### config.mk
export PLATFORM = sky130hd
export DESIGN_NAME = pipe_hazard_ctrl_flat
export DESIGN_NICKNAME = d
export VERILOG_FILES = /design/src/rtl/pipe_hazard_ctrl_pkg.sv /design/src/rtl/pipe_hazard_ctrl_if.sv /design/src/rtl/pipe_hazard_ctrl_md_busy_counter.sv /design/src/rtl/pipe_hazard_ctrl.sv /design/src/flat_wrapper.sv
export SDC_FILE = /design/constraint.sdc
export NUM_CORES = 1
export LEC_CHECK = 0
export ABC_CLOCK_PERIOD_IN_PS = 3110
export CAP_MARGIN = 20
export CORE_UTILIZATION = 41
export CTS_BUF_LIST = sky130_fd_sc_hd__clkbuf_8
export DETAILED_ROUTE_END_ITERATION = 10
export PLACE_DENSITY = 0.87
export SLEW_MARGIN = 5
export SYNTH_ARGS = -nofsm -noshare
export SYNTH_HDL_FRONTEND = slang
export SYNTH_HIERARCHICAL = 1
export SYNTH_SLANG_ARGS = --single-unit
### constraint.sdc
create_clock -name clk -period 3.11 [get_ports clk]
set_clock_uncertainty 0.2 [all_clocks]
set_input_delay 0.311 -clock clk [delete_from_list [all_inputs] [get_ports clk]]
set_output_delay 0.311 -clock clk [all_outputs]
set_load 0.02 [all_outputs]
### src/rtl/pipe_hazard_ctrl_pkg.sv
// Shared definitions for the pipeline hazard controller: operand timing
// encodings, MDU latency defaults, the CP0 EPC index and the operand hazard rule.
package pipe_hazard_ctrl_pkg;

  typedef logic [4:0] reg_idx_t;
  typedef logic [1:0] tstage_t;

  // Tuse value meaning the operand is never read.
  localparam tstage_t TUSE_NONE = 2'd3;
  // Tnew value meaning the result is already available for forwarding.
  localparam tstage_t TNEW_READY = 2'd0;

  localparam int MULT_CYCLES_DEF = 5;
  localparam int DIV_CYCLES_DEF  = 10;
  localparam int CNT_W_DEF       = 4;

  // CP0 register number of EPC.
  localparam reg_idx_t CP0_EPC_IDX = 5'd14;

  // A D-stage source must wait when an in-flight producer of that register
  // will not have its result before the operand is consumed. Register 0 is
  // hardwired and never waits; E and M matches combine by OR.
  function automatic logic operand_hazard(
    input reg_idx_t src,
    input tstage_t  tuse,
    input reg_idx_t e_dst,
    input tstage_t  e_tnew,
    input reg_idx_t m_dst,
    input tstage_t  m_tnew
  );
    if (src == '0 || tuse == TUSE_NONE) return 1'b0;
    return (e_dst == src && e_tnew > tuse) || (m_dst == src && m_tnew > tuse);
  endfunction

endpackage

### src/rtl/pipe_hazard_ctrl_if.sv
// Pipeline-side signal bundle of the hazard controller. The master modport is
// the pipeline (source of stage information, sink of enables/flushes); the
// slave modport is the controller.
interface pipe_hazard_ctrl_if;
  import pipe_hazard_ctrl_pkg::*;

  reg_idx_t d_rs_addr;
  reg_idx_t d_rt_addr;
  tstage_t  d_tuse_rs;
  tstage_t  d_tuse_rt;
  logic     d_is_md;
  logic     d_is_eret;
  reg_idx_t e_wr_addr;
  tstage_t  e_tnew;
  logic     e_md_start;
  logic     e_md_is_div;
  logic     e_mtc0_epc;
  reg_idx_t m_wr_addr;
  tstage_t  m_tnew;
  logic     m_mtc0_epc;
  logic     exc_req;

  logic     f_pc_en;
  logic     fd_en;
  logic     fd_flush;
  logic     de_flush;
  logic     em_flush;
  logic     mw_flush;
  logic     md_busy;

  modport master (
    output d_rs_addr, d_rt_addr, d_tuse_rs, d_tuse_rt, d_is_md, d_is_eret,
           e_wr_addr, e_tnew, e_md_start, e_md_is_div, e_mtc0_epc,
           m_wr_addr, m_tnew, m_mtc0_epc, exc_req,
    input  f_pc_en, fd_en, fd_flush, de_flush, em_flush, mw_flush, md_busy
  );

  modport slave (
    input  d_rs_addr, d_rt_addr, d_tuse_rs, d_tuse_rt, d_is_md, d_is_eret,
           e_wr_addr, e_tnew, e_md_start, e_md_is_div, e_mtc0_epc,
           m_wr_addr, m_tnew, m_mtc0_epc, exc_req,
    output f_pc_en, fd_en, fd_flush, de_flush, em_flush, mw_flush, md_busy
  );

endinterface

### src/rtl/pipe_hazard_ctrl_md_busy_counter.sv
// MDU busy tracker: loads the operation latency on a start, counts down to
// zero, and reports busy while nonzero. Reset aborts a running count.
module md_busy_counter #(
  parameter int CNT_W       = 4,
  parameter int MULT_CYCLES = 5,
  parameter int DIV_CYCLES  = 10
) (
  input  logic clk,
  input  logic reset,
  input  logic load,
  input  logic is_div,
  output logic busy
);

  localparam logic [CNT_W-1:0] MULT_LOAD = CNT_W'(MULT_CYCLES);
  localparam logic [CNT_W-1:0] DIV_LOAD  = CNT_W'(DIV_CYCLES);

  logic [CNT_W-1:0] md_cnt;

  // Load on start, otherwise count down to zero.
  // NOTE: clocked state uses non-blocking assignments so every flop samples
  // pre-edge values regardless of statement order.
  always_ff @(posedge clk) begin
    if (reset)              md_cnt <= '0;
    else if (load)          md_cnt <= is_div ? DIV_LOAD : MULT_LOAD;
    else if (md_cnt != '0)  md_cnt <= md_cnt - CNT_W'(1);
  end

  // Busy is forced low while reset is held, before the clearing edge arrives.
  assign busy = (md_cnt != '0) && !reset;

endmodule

### src/rtl/pipe_hazard_ctrl.sv
// Hazard and sequencing controller for the 5-stage pipeline: stalls on
// load-use/MDU/eret hazards and flushes on M-stage exceptions.
// Optional build macro HAZARD_STATS_EN adds saturating stall/flush counters.
module pipe_hazard_ctrl
  import pipe_hazard_ctrl_pkg::*;
#(
  parameter int MULT_CYCLES = MULT_CYCLES_DEF,
  parameter int DIV_CYCLES  = DIV_CYCLES_DEF,
  parameter int CNT_W       = CNT_W_DEF
) (
  input  logic               clk,
  input  logic               reset,
  pipe_hazard_ctrl_if.slave  hz
`ifdef HAZARD_STATS_EN
  ,
  output logic [31:0]        stall_cnt,
  output logic [31:0]        flush_cnt
`endif
);

  logic md_busy;
  logic md_load;
  logic stall_rs;
  logic stall_rt;
  logic stall_md;
  logic stall_eret;
  logic stall;

  // An exception squashes the E-stage instruction, so its MDU start is dropped.
  assign md_load = hz.e_md_start && !hz.exc_req;

  md_busy_counter #(
    .CNT_W      (CNT_W),
    .MULT_CYCLES(MULT_CYCLES),
    .DIV_CYCLES (DIV_CYCLES)
  ) u_md_busy_counter (
    .clk    (clk),
    .reset  (reset),
    .load   (md_load),
    .is_div (hz.e_md_is_div),
    .busy   (md_busy)
  );

  assign stall_rs   = operand_hazard(hz.d_rs_addr, hz.d_tuse_rs, hz.e_wr_addr,
                                     hz.e_tnew, hz.m_wr_addr, hz.m_tnew);
  assign stall_rt   = operand_hazard(hz.d_rt_addr, hz.d_tuse_rt, hz.e_wr_addr,
                                     hz.e_tnew, hz.m_wr_addr, hz.m_tnew);
  assign stall_md   = hz.d_is_md && (md_busy || hz.e_md_start);
  assign stall_eret = hz.d_is_eret && (hz.e_mtc0_epc || hz.m_mtc0_epc);
  assign stall      = stall_rs || stall_rt || stall_md || stall_eret;

  assign hz.md_busy = md_busy;

  // Pipeline control: exception flush beats stall, stall beats normal flow.
  // NOTE: every output gets a default first so no path can infer a latch.
  always_comb begin
    hz.f_pc_en  = 1'b1;
    hz.fd_en    = 1'b1;
    hz.fd_flush = 1'b0;
    hz.de_flush = 1'b0;
    hz.em_flush = 1'b0;
    hz.mw_flush = 1'b0;
    if (hz.exc_req) begin
      hz.fd_flush = 1'b1;
      hz.de_flush = 1'b1;
      hz.em_flush = 1'b1;
      hz.mw_flush = 1'b1;
    end else if (stall) begin
      hz.f_pc_en  = 1'b0;
      hz.fd_en    = 1'b0;
      hz.de_flush = 1'b1;
    end
  end

`ifdef HAZARD_STATS_EN
  // Saturating event counters: exception cycles, and stalls not overridden by one.
  always_ff @(posedge clk) begin
    if (reset) begin
      stall_cnt <= '0;
      flush_cnt <= '0;
    end else if (hz.exc_req) begin
      if (flush_cnt != '1) flush_cnt <= flush_cnt + 32'd1;
    end else if (stall) begin
      if (stall_cnt != '1) stall_cnt <= stall_cnt + 32'd1;
    end
  end
`endif

endmodule

### src/flat_wrapper.sv
// flat-port wrapper written by rule: the top's interface ports become plain ports
module pipe_hazard_ctrl_flat import pipe_hazard_ctrl_pkg::*;
#(
  parameter int MULT_CYCLES = MULT_CYCLES_DEF,
  parameter int DIV_CYCLES  = DIV_CYCLES_DEF,
  parameter int CNT_W       = CNT_W_DEF
)
  (clk, reset, hz_d_rs_addr, hz_d_rt_addr, hz_d_tuse_rs, hz_d_tuse_rt, hz_d_is_md, hz_d_is_eret, hz_e_wr_addr, hz_e_tnew, hz_e_md_start, hz_e_md_is_div, hz_e_mtc0_epc, hz_m_wr_addr, hz_m_tnew, hz_m_mtc0_epc, hz_exc_req, hz_f_pc_en, hz_fd_en, hz_fd_flush, hz_de_flush, hz_em_flush, hz_mw_flush, hz_md_busy);
  pipe_hazard_ctrl_if hz_i ();
  input  logic clk;
  input  logic reset;
  input wire logic [$bits(hz_i.d_rs_addr)-1:0] hz_d_rs_addr;
  input wire logic [$bits(hz_i.d_rt_addr)-1:0] hz_d_rt_addr;
  input wire logic [$bits(hz_i.d_tuse_rs)-1:0] hz_d_tuse_rs;
  input wire logic [$bits(hz_i.d_tuse_rt)-1:0] hz_d_tuse_rt;
  input wire logic [$bits(hz_i.d_is_md)-1:0] hz_d_is_md;
  input wire logic [$bits(hz_i.d_is_eret)-1:0] hz_d_is_eret;
  input wire logic [$bits(hz_i.e_wr_addr)-1:0] hz_e_wr_addr;
  input wire logic [$bits(hz_i.e_tnew)-1:0] hz_e_tnew;
  input wire logic [$bits(hz_i.e_md_start)-1:0] hz_e_md_start;
  input wire logic [$bits(hz_i.e_md_is_div)-1:0] hz_e_md_is_div;
  input wire logic [$bits(hz_i.e_mtc0_epc)-1:0] hz_e_mtc0_epc;
  input wire logic [$bits(hz_i.m_wr_addr)-1:0] hz_m_wr_addr;
  input wire logic [$bits(hz_i.m_tnew)-1:0] hz_m_tnew;
  input wire logic [$bits(hz_i.m_mtc0_epc)-1:0] hz_m_mtc0_epc;
  input wire logic [$bits(hz_i.exc_req)-1:0] hz_exc_req;
  output wire logic [$bits(hz_i.f_pc_en)-1:0] hz_f_pc_en;
  output wire logic [$bits(hz_i.fd_en)-1:0] hz_fd_en;
  output wire logic [$bits(hz_i.fd_flush)-1:0] hz_fd_flush;
  output wire logic [$bits(hz_i.de_flush)-1:0] hz_de_flush;
  output wire logic [$bits(hz_i.em_flush)-1:0] hz_em_flush;
  output wire logic [$bits(hz_i.mw_flush)-1:0] hz_mw_flush;
  output wire logic [$bits(hz_i.md_busy)-1:0] hz_md_busy;
  assign hz_i.d_rs_addr = hz_d_rs_addr;
  assign hz_i.d_rt_addr = hz_d_rt_addr;
  assign hz_i.d_tuse_rs = hz_d_tuse_rs;
  assign hz_i.d_tuse_rt = hz_d_tuse_rt;
  assign hz_i.d_is_md = hz_d_is_md;
  assign hz_i.d_is_eret = hz_d_is_eret;
  assign hz_i.e_wr_addr = hz_e_wr_addr;
  assign hz_i.e_tnew = hz_e_tnew;
  assign hz_i.e_md_start = hz_e_md_start;
  assign hz_i.e_md_is_div = hz_e_md_is_div;
  assign hz_i.e_mtc0_epc = hz_e_mtc0_epc;
  assign hz_i.m_wr_addr = hz_m_wr_addr;
  assign hz_i.m_tnew = hz_m_tnew;
  assign hz_i.m_mtc0_epc = hz_m_mtc0_epc;
  assign hz_i.exc_req = hz_exc_req;
  assign hz_f_pc_en = hz_i.f_pc_en;
  assign hz_fd_en = hz_i.fd_en;
  assign hz_fd_flush = hz_i.fd_flush;
  assign hz_de_flush = hz_i.de_flush;
  assign hz_em_flush = hz_i.em_flush;
  assign hz_mw_flush = hz_i.mw_flush;
  assign hz_md_busy = hz_i.md_busy;
  pipe_hazard_ctrl #(.MULT_CYCLES(MULT_CYCLES), .DIV_CYCLES(DIV_CYCLES), .CNT_W(CNT_W)) u_core (.clk(clk), .reset(reset), .hz(hz_i));
endmodule
Word level (Yosys, flattened, before mapping):

Cells that the tools add are included.

* bits in registers: 4
* input port bits: 37
* output and inout bits: 7

* add/subtract/negate cells: 1
* order comparisons: 4
* equality and inequality tests: 6
* muxes and demuxes: 14
* reduce and logical (&&, ||, !) cells: 23

Operator list (number)
* $eq 5x5->1: 4
* $mux 4: 3
* $mux 1: 11
* $logic_not 5->1: 2
* $logic_or 1x1->1: 9
* $gt 2x2->1: 4
* $logic_and 1x1->1: 8
* $eq 2x2->1 const B: 2
* $reduce_bool 4->1: 1
* $sub 4x1->4 const B: 1
* $logic_not 1->1: 2
* $reduce_bool 2->1: 1

Depth between registers and ports, before layout:

* depth in word-level cells: 9
* depth in mapped cells: 8
* depth with buffers taken out: 8

By module:

The synthesis kept the hierarchy.

By module, submodules not included
* pipe_hazard_ctrl: instances 1, cells an instance 67, area an instance 506.7 um^2, sequential area each 0.0 um^2
* md_busy_counter: instances 1, cells an instance 23, area an instance 231.5 um^2, sequential area each 80.1 um^2

Least setup slack after synthesis:

OpenSTA, ideal clock, no wires.

* path kind: reg2out
* from: reg u_core.u_md_busy_counter.md_cnt[0]
* to: out hz_fd_en
* data arrival time: 1760 ps
* required time: 2599 ps
* slack: 839 ps
* cell stages (with the launch flop): 8
* cells stage by stage: dfxtp_1 -> inv_1 -> ha_1 -> nor3b_4 -> nor2_1 -> o21ai_0 -> a41o_1 -> buf_4

* longest elaborated chain between the ends: 8

Ends and longest elaborated chain
* from (decl): RTL line pipe_hazard_ctrl_md_busy_counter.sv:18 `logic [CNT_W-1:0] md_cnt;`
* from (signal assigned): RTL line pipe_hazard_ctrl_md_busy_counter.sv:25 `else if (load) md_cnt <= is_div ? DIV_LOAD : MULT_LOAD;`
* from (signal assigned): RTL line pipe_hazard_ctrl_md_busy_counter.sv:26 `else if (md_cnt != '0) md_cnt <= md_cnt - CNT_W'(1);`
* $reduce_bool 4->1: RTL line pipe_hazard_ctrl_md_busy_counter.sv:30 `assign busy = (md_cnt != '0) && !reset;`
* $logic_and 1x1->1: RTL line pipe_hazard_ctrl_md_busy_counter.sv:30
* net hz_md_busy: RTL line flat_wrapper.sv:33 `output wire logic [$bits(hz_i.md_busy)-1:0] hz_md_busy;`
* $logic_or 1x1->1: RTL line pipe_hazard_ctrl.sv:48 `assign stall_md = hz.d_is_md && (md_busy || hz.e_md_start);`
* $logic_and 1x1->1: RTL line pipe_hazard_ctrl.sv:48
* $logic_or 1x1->1 (2 in a row): RTL line pipe_hazard_ctrl.sv:50 `assign stall = stall_rs || stall_rt || stall_md || stall_eret;`
* $mux 1 (2 in a row)
* to (decl): RTL line flat_wrapper.sv:28 `output wire logic [$bits(hz_i.fd_en)-1:0] hz_fd_en;`

The timed path passes the listed nets, and every way through them passes these cells.

Worst setup path in the final report:

* from: in hz_d_tuse_rs[1]
* to: out hz_f_pc_en

* longest elaborated chain between the ends: 9
* elaborated cells between the ends (all ways): 14
* classes of those cells: order compare: 2; eq/ne: 1; mux: 4; reduce/logical: 7

Ends and longest elaborated chain
* from (decl): RTL line flat_wrapper.sv:14 `input wire logic [$bits(hz_i.d_tuse_rs)-1:0] hz_d_tuse_rs;`
* $gt 2x2->1 or $eq 2x2->1 (tied branches): RTL line pipe_hazard_ctrl_pkg.sv:32, pipe_hazard_ctrl_pkg.sv:31
* $logic_and 1x1->1 or $logic_or 1x1->1 (tied branches): RTL line pipe_hazard_ctrl_pkg.sv:32, pipe_hazard_ctrl_pkg.sv:31
* $logic_or 1x1->1 or $mux 1 (tied branches): RTL line pipe_hazard_ctrl_pkg.sv:32, pipe_hazard_ctrl_pkg.sv:31
* $mux 1 (*): RTL line pipe_hazard_ctrl_pkg.sv:32 `return (e_dst == src && e_tnew > tuse) || (m_dst == src && m_tnew > tuse);`
* $logic_or 1x1->1 (*) (3 in a row): RTL line pipe_hazard_ctrl.sv:50
* $mux 1 (*): RTL line pipe_hazard_ctrl.sv:68 `end else if (stall) begin`
* $mux 1 (*): RTL line pipe_hazard_ctrl.sv:63 `if (hz.exc_req) begin`
* to (decl): RTL line flat_wrapper.sv:27 `output wire logic [$bits(hz_i.f_pc_en)-1:0] hz_f_pc_en;`

Every way passes the cells marked *; elsewhere a longest branch is shown, timed or not.

==> results.toml <==
[critical_path]
worst-setup-path-type = "input port to primary output"
critical_path_peak_fanout = 2
crit_required_ps = 2600
cp.arrival_ps = 2420
sort_of_element_at_the_end_of_the_critical_path = "primary output"
max_stage_delay_ps = 480
critPathSlowestCell = "sky130_fd_sc_hd__clkdlybuf4s50_1"
worst_setup_path_start_kind = "input port"
path_cells = "clkdlybuf4s50_1 -> inv_1 -> ha_1 -> nand2_1 -> nand4_1 -> nor4_1 -> o221ai_1 -> a41o_1 -> dlygate4sd2_1"

[final_layout]
stdcell_count = 157
layout-area-overhead-vs-synth_pct = 65.59
largest_register_ff_count = 4
insertedDiodeCount = 0
top_register = "u_core/u_md_busy_counter/md_cnt"
post-route-cell-area_sq_mm = 0.001222
layout.filler_cells = 123
post_layout_net_count = 181
finish.utilization_pct = 76.69
top_regs = "u_core/u_md_busy_counter/md_cnt: 4 flops"
layout-drive-gt1-share_pct = 7.519

[global_routing]
first_pass_grt_wire_length_um = 3229
first_global_vias = 784
grt_usage_pct = 22.10
maximum_number_of_pins_on_one_net_before_global_route_repair = 7
grt.overflow.total = 0
grt_antenna_before_repair = 0

[pwr]
total_power_uw = 505.7
switchingPower_uw = 182.6
irDropWorstVdd_v = 0.0004067
leakagePower_nw = 0.4698
power_density_mw_per_mm2 = 413.7
switching_part_of_the_total_power_pct = 36.11
power.share.sequential_pct = 18.3
clockPowerShare_pct = 21.5
power.share.combinational_pct = 60.2
internal-power_uw = 323.1

[drt]
wirelength_um = 2033
drtAntennaViolNets = 0
initialDrtViolationCount = 21
drcViolationCount = 0
dr_wl_cell_um = 12.95
num_vias = 794
drt-vias-per-instance = 5.057
drt_pass1_iterations = 4

[die]
core_area_sq_mm = 0.001594
initial_core_utilization_pct = 46.31
dieHeight_um = 44.43
die_x_um = 44.43
fp.dieArea_sq_mm = 0.001974
floorplan_row_count = 14
ios = 44

[synthesis]
portion_of_the_post_synthesis_area_used_by_sequential_elements_pct = 10.85
asyncSetResetFlopFracSynth_pct = 0
syn_avg_cell_area_sq_um = 8.202
syn-cell-area_sq_um = 738.2
number_of_flops_mapped_to_enable_cells_by_yosys = 0
postSynthRegisterBits = 4
synth-main-ff-cell = "sky130_fd_sc_hd__dfxtp_1"
yosys_warnings = 6
post_synth_main_area_contributors = "sky130_fd_sc_hd__xnor2_1 (19%), sky130_fd_sc_hd__ha_1 (15%), sky130_fd_sc_hd__dfxtp_1 (11%), sky130_fd_sc_hd__xor2_1 (7.1%), sky130_fd_sc_hd__inv_1 (4.6%)"
synth_cells = 90
synthDominantAreaCellType = "sky130_fd_sc_hd__xnor2_1"
syn-num-nets = 136
yosys.cell_types.count = 28
synth_top_area_share_pct = 18.98

[clock_network]
post-cts-setup-buffer-count = 0
clk-insertion-delay-late_ps = 220
cts-buffers-inserted = 3
worst_setup_hold_path_clk_slew_ps = 30
tritoncts = "done"
max-clock-path-buffers = 2
clock-sinks = 4
cts_htree_levels = 1
cts_root_buf = "sky130_fd_sc_hd__clkbuf_8"

[outcome]
run_status = "complete, no violations"

[sta]
hold_violations = 0
drv_slew = 0
max_freq_mhz = 341.1
timing.final.crit_share_pct = 94.27
tightestPinTransition_ps = 300.8
finalSetupViolations = 0
hold_slack_ps = 393.7
fin_crit_ps = 2932
worst_slew_margin_rel_pct = 79.91
rsz0062_at_grt = "no"

[placement]
numPortBuffers = 43
post_dp_area_sq_mm = 0.001176
placedCellCount = 154
place.gp.congestion = 0.8531
place.detailed.hpwl_um = 1806

[flow_run]
cap_violations = 0

[min_path]
min-delay-path-class = "flip-flop to flip-flop"
-- layout by cell type (no fill, tap or decap), types with 3 or more instances in the layout --
cell type	n
sky130_fd_sc_hd__inv_1	9
sky130_fd_sc_hd__nand3_1	3
sky130_fd_sc_hd__o21ai_0	4
sky130_fd_sc_hd__nor2b_1	3
sky130_fd_sc_hd__ha_1	9
sky130_fd_sc_hd__nand2_1	6
sky130_fd_sc_hd__clkbuf_8	3
sky130_fd_sc_hd__dfxtp_1	4
sky130_fd_sc_hd__xor2_1	6
sky130_fd_sc_hd__clkdlybuf4s50_1	40
sky130_fd_sc_hd__a21oi_1	3
sky130_fd_sc_hd__xnor2_1	16
-- stage by stage --
step | setup TNS [ps] | setup slack, ps
after global routing | 0 | 80.01
after detailed placement | -106.2 | -57.11
after global placement | -125.3 | -59.92
after CTS | 0 | 0.9408
final | 0 | 178.4
after floorplan | 0 | 839.2
-- critical path, delay by kind of cell --
kind | cells | cell delay [ps]
buf+inv | 3 | 870
simple gates | 3 | 470
compound gates | 2 | 470
fa+ha+maj | 1 | 310
-- layer usage --
| layer | wire, um | global-route usage [%] | up-vias |
|---|---|---|---|
| li1 | - | - | 404 |
| met3 | 132 | 5.306 | 2 |
| met2 | 1017 | 38.82 | 34 |
| met5 | 0 | 0 | - |
| met1 | 870 | 27.16 | 354 |
| met4 | 13 | 4.848 | 0 |
-- layout make-up --
type | instances | area [sq um] | area share, %
well taps | 24 | 30.03 | 2.457
clock buffers | 3 | 41.29 | 3.378
repair buffers | 44 | 437.9 | 35.82
inverters | 9 | 33.78 | 2.764
flip-flops and latches | 4 | 80.08 | 6.551
multi-input cells | 73 | 599.3 | 49.03
-- kinds of logic after synthesis --
kind of cell | Yosys count | share of synthesized area [%]
AO/OA/AOI/OAI | 16 | 16.95
XOR/XNOR | 22 | 26.10
adder cells (fa/ha/maj) | 9 | 15.25
buffers and inverters | 13 | 8.644
flip-flops | 4 | 10.85
multiplexers | 1 | 1.525
AND/OR/NAND/NOR | 25 | 20.68
-- final timing paths --
check,cells after the start,slack [ps],end,startpoint
setup reg to reg,5,1460,u_core/u_md_busy_counter/md_cnt[1],u_core/u_md_busy_counter/md_cnt[0]
hold reg to reg,2,390,u_core/u_md_busy_counter/md_cnt[2],u_core/u_md_busy_counter/md_cnt[3]
hold / removal,2,390,u_core/u_md_busy_counter/md_cnt[2],u_core/u_md_busy_counter/md_cnt[3]
setup / recovery,9,180,hz_f_pc_en,hz_d_tuse_rs[1]
-- power groups by stage --
| stage | combinational [mW] | sequential [mW] | clock, mW |
|---|---|---|---|
| after floorplan | 0.194 | 0.0903 | 0 |
| after global routing | 0.326 | 0.0946 | 0.112 |
| after detailed placement | 0.301 | 0.0932 | 0 |
| after CTS | 0.302 | 0.0925 | 0.110 |
| after global placement | 0.291 | 0.0921 | 0 |
| final | 0.304 | 0.0927 | 0.109 |
-- timing repair --
item                       CTS  global route
setup endpoints to repair    2             1
hold buffers                 0             0
gates resized for setup      2             2
gates cloned                 0             0
-- synth_stat cells, types with 3 or more instances --
cell	instances
sky130_fd_sc_hd__dfxtp_1	4
sky130_fd_sc_hd__xnor2_1	16
sky130_fd_sc_hd__o21ai_0	4
sky130_fd_sc_hd__nand2_1	6
sky130_fd_sc_hd__xor2_1	6
sky130_fd_sc_hd__nor2b_1	3
sky130_fd_sc_hd__nand3_1	3
sky130_fd_sc_hd__buf_4	4
sky130_fd_sc_hd__inv_1	9
sky130_fd_sc_hd__a21oi_1	3
sky130_fd_sc_hd__ha_1	9
(Power assumes the default switching activity.)
